$ cat src/rtl/uart_pkg.sv
// Shared UART definitions: feeder FSM state encoding and default bit timing.
package uart_pkg;

  // Default baud divider shared by uart_tx, uart_rx and the feeder bench
  localparam int unsigned CLKS_PER_BIT = 87;

  // Feeder FSM state encoding (2 bits)
  typedef enum logic [1:0] {
    IDLE      = 2'd0,
    SEND      = 2'd1,
    WAIT_DONE = 2'd2,
    GAP       = 2'd3
  } feeder_state_t;

endpackage

$ cat src/rtl/uart_byte_fifo.sv
// Byte FIFO with registered occupancy count; synchronous active-high reset.
// Writes while full and reads while empty are ignored.
module uart_byte_fifo #(
  parameter int unsigned DEPTH = 16
) (
  input  logic                     i_Clk,
  input  logic                     i_Rst,
  input  logic                     wr_en,
  input  logic                     rd_en,
  input  logic [7:0]               din,
  output logic [7:0]               dout,
  output logic [$clog2(DEPTH):0]   count,
  output logic                     full,
  output logic                     empty
);

  localparam int unsigned AW = $clog2(DEPTH);
  localparam int unsigned CW = AW + 1;

  logic [7:0]    mem [DEPTH];
  logic [AW-1:0] wr_ptr;
  logic [AW-1:0] rd_ptr;
  logic          wr_ok;
  logic          rd_ok;

  assign full  = (count == CW'(DEPTH));
  assign empty = (count == '0);
  assign wr_ok = wr_en && !full;
  assign rd_ok = rd_en && !empty;
  assign dout  = mem[rd_ptr];

  // Storage array; contents need no reset, only the pointers do
  always_ff @(posedge i_Clk) begin
    if (wr_ok) begin
      mem[wr_ptr] <= din;
    end
  end

  // Pointers wrap naturally at DEPTH (power of two); count tracks occupancy
  always_ff @(posedge i_Clk) begin
    if (i_Rst) begin
      wr_ptr <= '0;
      rd_ptr <= '0;
      count  <= '0;
    end else begin
      if (wr_ok) begin
        wr_ptr <= wr_ptr + AW'(1);
      end
      if (rd_ok) begin
        rd_ptr <= rd_ptr + AW'(1);
      end
      case ({wr_ok, rd_ok})
        2'b10:   count <= count + CW'(1);
        2'b01:   count <= count - CW'(1);
        default: count <= count;
      endcase
    end
  end

endmodule

$ cat src/rtl/uart_tx_feeder.sv
// Byte-buffering front end for uart_tx: FIFO-buffers producer bytes and hands
// them to uart_tx one at a time, pacing on uart_tx Active/Done.
// Optional feature: define FEEDER_GAP_EN to insert GAP_CLKS idle cycles after
// every Done before the next byte is issued.
module uart_tx_feeder
  import uart_pkg::*;
#(
  parameter int unsigned DEPTH    = 16,
  parameter int unsigned GAP_CLKS = 87
) (
  input  logic                   i_Clk,
  input  logic                   i_Rst,
  input  logic                   i_Wr_DV,
  input  logic [7:0]             i_Wr_Byte,
  output logic                   o_Wr_Ready,
  output logic                   o_Tx_DV,
  output logic [7:0]             o_Tx_Byte,
  input  logic                   i_Tx_Active,
  input  logic                   i_Tx_Done,
  output logic [$clog2(DEPTH):0] o_Fifo_Count,
  output logic                   o_Busy,
  output logic                   o_Overflow
);

  // Reject unusable configurations at elaboration
  if (DEPTH < 2 || (DEPTH & (DEPTH - 1)) != 0 || GAP_CLKS < 1) begin : g_param_check
    $error("uart_tx_feeder: DEPTH must be a power of two >= 2 and GAP_CLKS >= 1");
  end

  feeder_state_t          state;
  logic [7:0]             fifo_dout;
  logic [$clog2(DEPTH):0] fifo_count;
  logic                   fifo_full;
  logic                   fifo_empty;
  logic                   pop;

`ifdef FEEDER_GAP_EN
  localparam int unsigned GAP_W = (GAP_CLKS > 1) ? $clog2(GAP_CLKS) : 1;
  logic [GAP_W-1:0] gap_cnt;
`endif

  // Head byte leaves the FIFO on the same edge it is loaded into o_Tx_Byte
  assign pop = (state == IDLE) && !fifo_empty && !i_Tx_Active;

  uart_byte_fifo #(
    .DEPTH (DEPTH)
  ) u_fifo (
    .i_Clk (i_Clk),
    .i_Rst (i_Rst),
    .wr_en (i_Wr_DV),
    .rd_en (pop),
    .din   (i_Wr_Byte),
    .dout  (fifo_dout),
    .count (fifo_count),
    .full  (fifo_full),
    .empty (fifo_empty)
  );

  // Status outputs come straight from registered count and state
  assign o_Fifo_Count = fifo_count;
  assign o_Wr_Ready   = !fifo_full;
  assign o_Busy       = (state != IDLE) || !fifo_empty;

  // Sticky overflow: any write presented while full, cleared only by reset
  always_ff @(posedge i_Clk) begin
    if (i_Rst) begin
      o_Overflow <= 1'b0;
    end else if (i_Wr_DV && fifo_full) begin
      o_Overflow <= 1'b1;
    end
  end

  // Issue FSM: one-cycle DV per byte, byte held until uart_tx reports Done
  always_ff @(posedge i_Clk) begin
    if (i_Rst) begin
      state     <= IDLE;
      o_Tx_DV   <= 1'b0;
      o_Tx_Byte <= 8'h00;
`ifdef FEEDER_GAP_EN
      gap_cnt   <= '0;
`endif
    end else begin
      o_Tx_DV <= 1'b0;
      case (state)
        IDLE: begin
          if (pop) begin
            o_Tx_Byte <= fifo_dout;
            o_Tx_DV   <= 1'b1;
            state     <= SEND;
          end
        end
        SEND: begin
          state <= WAIT_DONE;
        end
        WAIT_DONE: begin
          if (i_Tx_Done) begin
`ifdef FEEDER_GAP_EN
            gap_cnt <= '0;
            state   <= GAP;
`else
            state   <= IDLE;
`endif
          end
        end
`ifdef FEEDER_GAP_EN
        GAP: begin
          if (gap_cnt == GAP_W'(GAP_CLKS - 1)) begin
            state <= IDLE;
          end else begin
            gap_cnt <= gap_cnt + GAP_W'(1);
          end
        end
`endif
        default: begin
          state <= IDLE;
        end
      endcase
    end
  end

endmodule

$ cat config.mk
export PLATFORM = sky130hd
export DESIGN_NAME = uart_tx_feeder
export DESIGN_NICKNAME = d
export VERILOG_FILES = /design/src/rtl/uart_pkg.sv /design/src/rtl/uart_byte_fifo.sv /design/src/rtl/uart_tx_feeder.sv
export SDC_FILE = /design/constraint.sdc
export NUM_CORES = 1
export LEC_CHECK = 0
export CORE_MARGIN = 2
export CORE_UTILIZATION = 50
export DETAILED_ROUTE_END_ITERATION = 8
export GPL_TIMING_DRIVEN = 0
export MAX_ROUTING_LAYER = met4
export PLACE_DENSITY = 0.68
export SETUP_SLACK_MARGIN = 0.15
export SLEW_MARGIN = 20
export SYNTH_ARGS = -nofsm -noshare
export SYNTH_HDL_FRONTEND = slang
export SYNTH_HIERARCHICAL = 1
export SYNTH_SLANG_ARGS = --single-unit
$ cat constraint.sdc
create_clock -name i_Clk -period 7.3 [get_ports i_Clk]
set_input_delay 1.46 -clock i_Clk [delete_from_list [all_inputs] [get_ports i_Clk]]
set_output_delay 1.46 -clock i_Clk [all_outputs]
set_load 0.03 [all_outputs]
* Word-level counts from Yosys, hierarchy flattened
Memories as Yosys holds them, arrays and structs flattened. A register that Yosys moved wholly into a read port is not among the register bits.
Cells that the tools add are included.
** Storage, ports and cells
- Register bits after elaboration :: 17
- Input port bits :: 13
- Memories kept :: 1
- Logic and storage cells :: 42
- Output and inout port bits :: 17
- RAM bits :: 128
** Memory list
- u_fifo.mem :: words 16, bits a word 8, read ports 1, clocked after memory_dff 1, wr ports 1, line uart_byte_fifo.sv:20 : logic [7:0] mem [DEPTH];
** Operators by class
- Equal/unequal tests :: 7
- Add/sub/neg operators :: 4
- Muxes and demuxes :: 7
- Bitwise operators :: 1
- Reductions and logical operators :: 16
** Operator list (count)
- case mux 5 bit (2 select lines) :: 1
- adder 4 x 1 -> 4 bit (second input constant) :: 2
- case mux 2 bit (3 select lines) :: 1
- adder 5 x 1 -> 5 bit (second input constant) :: 1
- == test 5 bit (second input constant) :: 1
- logical AND 1 bit :: 5
- logical NOT 5 bit :: 1
- subtractor 5 x 1 -> 5 bit (second input constant) :: 1
- == test 2 x 1 -> 1 bit (second input constant) :: 2
- == test 2 bit (second input constant) :: 2
- two-way mux 2 bit :: 2
- AND reduction 2 bit :: 2
- nonzero test 2 bit :: 2
- logical NOT 1 bit :: 3
- two-way mux 1 bit :: 3
- logical NOT 2 bit :: 1
- != test 2 x 1 -> 1 bit (second input constant) :: 1
- != test 2 bit (second input constant) :: 1
- OR reduction 2 bit :: 1
- logical OR 1 bit :: 1
- inverter 1 bit :: 1

* Logic depth before layout (Yosys ltp)
- Depth in word-level cells :: 7
- Mapped depth :: 15
- Mapped depth without buffers :: 11

* Hierarchy
The synthesis kept the hierarchy.
** Modules (own cells, without submodules)
- uart_byte_fifo :: area each 5974.5 sq um, instances 1, cells an instance 305
- uart_tx_feeder :: area each 514.2 sq um, instances 1, cells an instance 50

* Least setup slack after synthesis
OpenSTA, ideal clock, no wires.
- Path type :: input port to flip-flop
- Start point :: in i_Tx_Active
- End point :: reg u_fifo.count[2]
- Setup time :: 0.071 ns
- Arrival :: 3.509 ns
- Slack :: 3.721 ns
- Path buffers :: 2
- Cell stages on the path :: 11
- Path through :: nor4_4 -> buf_6 -> o21ai_4 -> inv_1 -> ha_1 -> clkbuf_1 -> xor2_1 -> ha_1 -> o21a_1 -> or4_1 -> a21oi_1
** Between the ends
- Word-level cells in the longest chain between the ends :: 5
- Elaborated cells on any way between the ends :: 7
- Those cells by class :: eq/ne (2); mux (1); reduce/logical (4)
** RTL lines
- from (decl) :: line uart_tx_feeder.sv:18 : input logic i_Tx_Active,
- logical NOT 1 bit * :: line uart_tx_feeder.sv:43 : assign pop = (state == IDLE) && !fifo_empty && !i_Tx_Active;
- logical AND 1 bit * :: line uart_tx_feeder.sv:43
- net pop :: line uart_tx_feeder.sv:35 : logic pop;
- logical AND 1 bit * :: line uart_byte_fifo.sv:29 : assign rd_ok = rd_en && !empty;
- net u_fifo.rd_ok :: line uart_byte_fifo.sv:24 : logic rd_ok;
- == test 2 x 1 -> 1 bit or == test 2 bit (tied branches) :: line uart_byte_fifo.sv:52 : case ({wr_ok, rd_ok})
- case mux 5 bit (2 select lines) or nonzero test 2 bit (tied branches)
- to (signal assigned) :: line uart_byte_fifo.sv:53 : 2'b10: count <= count + CW'(1);
- to (signal assigned) :: line uart_byte_fifo.sv:54 : 2'b01: count <= count - CW'(1);
- to (signal assigned) :: line uart_byte_fifo.sv:55 : default: count <= count;
- to (decl) :: line uart_byte_fifo.sv:12 : output logic [$clog2(DEPTH):0] count,
Mark *: on every way through the listed nets, which the timed path passes. The rest lies on a longest branch.
A chain may end at the register's enable or synchronous reset.

* Final worst setup path
- Start point :: reg u_fifo.count[0]
- End point :: out o_Busy
** Between the ends
- Word-level cells in the longest chain between the ends :: 3
** RTL lines
- logical NOT 5 bit :: line uart_byte_fifo.sv:27 : assign empty = (count == '0);
- net fifo_empty :: line uart_tx_feeder.sv:34 : logic fifo_empty;
- logical NOT 1 bit :: line uart_tx_feeder.sv:62 : assign o_Busy = (state != IDLE) || !fifo_empty;
- logical OR 1 bit :: line uart_tx_feeder.sv:62
- to (decl) :: line uart_tx_feeder.sv:21 : output logic o_Busy,
The timed path passes the listed nets, and every way through them passes these cells.

==> flow_summary.json <==
{
  "cts_buffer_depth": 2,
  "tightest_slew_ps": 981.5,
  "regToRegSetupSlack_ps": 3800,
  "ys_warn_count": 6,
  "synth.mux.area_fraction": 0.1720,
  "relSlewSlack": 0.3432,
  "slew_viol_final": 0,
  "synth_simple_gate_area_frac": 0.06633,
  "fmax_ghz": 0.2547,
  "avgSynthCellArea_sq_um": 18.28,
  "synth_edf_count": 128,
  "worstHoldStart": "o_Tx_Byte[5]",
  "start_util": 0.5121,
  "htreeDepth": 4,
  "netlist_area_sq_mm": 0.006489,
  "pwr-share-clk": 0.347,
  "hold_violations": 0,
  "nets": 424,
  "synth_nets": 376,
  "skew_ps": 9.565,
  "start_kind": "flip-flop",
  "ir_drop_mv": 0.1553,
  "antenna_cells": 0,
  "chipWidth_um": 117.9,
  "status": "completed",
  "rsz0062_at_grt": "false",
  "worstSetupPathType": "flip-flop to output port",
  "dpl.hpwl_um": 7910,
  "multi_input_area_sq_mm": 0.001927,
  "maxCapViolCount": 0,
  "cts_root_buf": "clkbuf_16",
  "hold_end": "o_Tx_Byte[5]",
  "worstPathArrival_ps": 2470,
  "synth-seq-cells": 157,
  "core_sq_mm": 0.01267,
  "finalWeightedCongestion": 0.8160,
  "ys_top_cells_by_area": "edfxtp_1, mux4_1, dfxtp_1",
  "first_iter_violations": 209,
  "netlist_instances": 355,
  "drtPass1Iterations": 5,
  "numCtsBuffers": 17,
  "drive_above_1_share": 0.1422,
  "switchingPower_w": 0.0006994,
  "p_int_w": 0.001831,
  "totalNegativeSetupSlack_ps": 0,
  "end_kind": "output port",
  "clock-sinks": 157,
  "antenna_left": 0,
  "reg2regPathDepth": 14,
  "ys_seq_area_frac": 0.6818,
  "cts_tree": "built",
  "postCtsSetupBuffers": 0,
  "clock_latency_ps": 420,
  "r2r-end": "u_fifo/count[2]",
  "power_density_mw_per_mm2": 332.7,
  "hold_class": "flip-flop to flip-flop",
  "cts_resized": 0,
  "synth_compound_area_frac": 0.02931,
  "p_leak_nw": 2.515,
  "synth_common_cells": "edfxtp_1, dfxtp_1, mux4_1, nor2_1, nand2b_1",
  "synthFlopType": "edfxtp_1",
  "post_synth_num_cell_types": 45,
  "grt_pass1_vias": 3380,
  "port_buffers": 29,
  "synth-xor-area-share": 0.01080,
  "final.fill_count": 958,
  "fp.dieH_um": 117.9,
  "grt_first_pass_wirelength_um": 18880,
  "async_reset_ff_frac": 0,
  "yosysTopAreaCellShare": 0.5924,
  "grt.overflow.total": 0,
  "drt-total-wl_um": 11990,
  "die-area_sq_mm": 0.01391,
  "post-route-drc-count": 0,
  "track_usage": 0.1913,
  "viasPerCell": 5.700,
  "setup_viol": 0,
  "rows": 41,
  "synth-adder-area-share": 0.01543,
  "r2r-start": "u_fifo/count[0]",
  "cp_data_required_time_ps": 5840,
  "swShare": 0.2764,
  "hold_depth": 2,
  "seqPwrFrac": 0.420,
  "ioPinCount": 30,
  "yosys.area.top_type": "edfxtp_1",
  "clk_pin_slew_ps": 60,
  "grt_max_degree": 17,
  "final.setup.worst_slack_ps": 3374,
  "layout.area.seq_sq_mm": 0.004424,
  "vias": 3346,
  "avgRoutedWirePerCell_um": 20.43,
  "syn_to_final_growth_pct": 17.22,
  "worstPathMaxFanout": 7,
  "period_share": 0.5379,
  "finalCriticalPeriod_ps": 3926,
  "antenna_found_initial": 0,
  "postCtsHoldBufs": 0,
  "p_comb_frac": 0.233,
  "dp_slack_ps": 2984,
  "synth_top_family_by_area": "multiplexers",
  "synth_most_common_cell": "edfxtp_1"
}
-- power by group through the flow --
stage          registers, W  logic [W]  clock network (W)
2_1_floorplan       0.00113   0.000362                  0
3_3_place_gp        0.00108   0.000579                  0
3_5_place_dp        0.00108   0.000592                  0
4_1_cts             0.00106   0.000595           0.000893
5_1_grt             0.00107   0.000632           0.000932
6_report            0.00106   0.000590           0.000878
-- area by class of cell --
class | instances | share of cell area
Buffer | 21 | 0.01661
Clock buffer | 17 | 0.05593
Clock inverter | 14 | 0.02188
Inverter | 8 | 0.004113
Multi-Input combinational cell | 169 | 0.2533
Sequential cell | 157 | 0.5817
Tap cell | 172 | 0.02829
Timing Repair Buffer | 29 | 0.03816
-- logic make-up after synthesis --
kind of cell	after synthesis
AOI/OAI and AO/OA	23
xor gates and xnor gates	8
adders and majority gates	8
buffers and inverters	29
DFF	157
muxes	51
and+or+nand+nor	79
-- cell usage in the layout, fill, tap and decap left out, drive strengths merged, types with 2 or more instances in the layout --
| master | netlist | routed |
|---|---|---|
| bufinv | 0 | 3 |
| ha | 8 | 8 |
| a21oi | 5 | 5 |
| mux2i | 11 | 11 |
| clkinv | 1 | 7 |
| nor2 | 28 | 28 |
| nor3 | 7 | 7 |
| mux4 | 40 | 40 |
| o21a | 5 | 5 |
| or4 | 3 | 3 |
| o211ai | 4 | 4 |
| nand3b | 3 | 3 |
| clkbuf | 9 | 26 |
| nand2 | 7 | 7 |
| clkdlybuf4s50 | 0 | 29 |
| dfxtp | 29 | 29 |
| xor2 | 7 | 7 |
| a22oi | 2 | 2 |
| clkinvlp | 0 | 2 |
| inv | 7 | 10 |
| nor2b | 2 | 2 |
| edfxtp | 128 | 128 |
| nand2b | 20 | 20 |
| buf | 12 | 12 |
-- per-stage QoR --
stage               cells  utilization  cell area, sq um  total power (W)  hold slack (ps)
detailed placement    556       0.5536              7014         0.001674            466.6
floorplan             355            -              6489         0.001489            495.0
global placement      556       0.5520              6994         0.001656            454.2
CTS                   587       0.6003              7606         0.002551            477.9
global route          587       0.6003              7606         0.002633            494.2
finish                587       0.6003              7606         0.002531            475.6
-- sequential cells by signal (all words and copies together), names as in the netlist, named ones only --
signal	cells
u_fifo/wr_ptr	4
u_fifo/rd_ptr	4
u_fifo/mem	128
state	2
o_Tx_DV	1
o_Overflow	1
u_fifo/count	5
o_Tx_Byte	8
-- critical path, stage by stage, from the launching register on --
cell,delay [ps]
dfxtp_1,380
or4_1,500
buf_2,200
nor2_1,280
nand2_1,80
clkdlybuf4s50_1,600
-- per-layer routing --
layer / GRT usage / wire [um] / up-vias
li1: - / - / 1512
met1: 0.2492 / 5430 / 1728
met2: 0.2961 / 5861 / 89
met3: 0.04651 / 531 / 17
met4: 0.06852 / 170 / 0
met5: - / 0 / -
-- worst max path at each step --
stage / start / endpoint / slack, ps / cells after the start
5_1_grt: u_fifo/count[0] / o_Busy / 3240 / 5
3_5_place_dp: i_Tx_Active / u_fifo/count[2] / 2980 / 12
4_1_cts: u_fifo/count[0] / o_Busy / 3330 / 5
3_3_place_gp: i_Tx_Active / u_fifo/count[2] / 3060 / 12
2_1_floorplan: i_Tx_Active / u_fifo/count[2] / 3720 / 11
6_report: u_fifo/count[0] / o_Busy / 3370 / 5
Power figures use the tool's default switching activity.
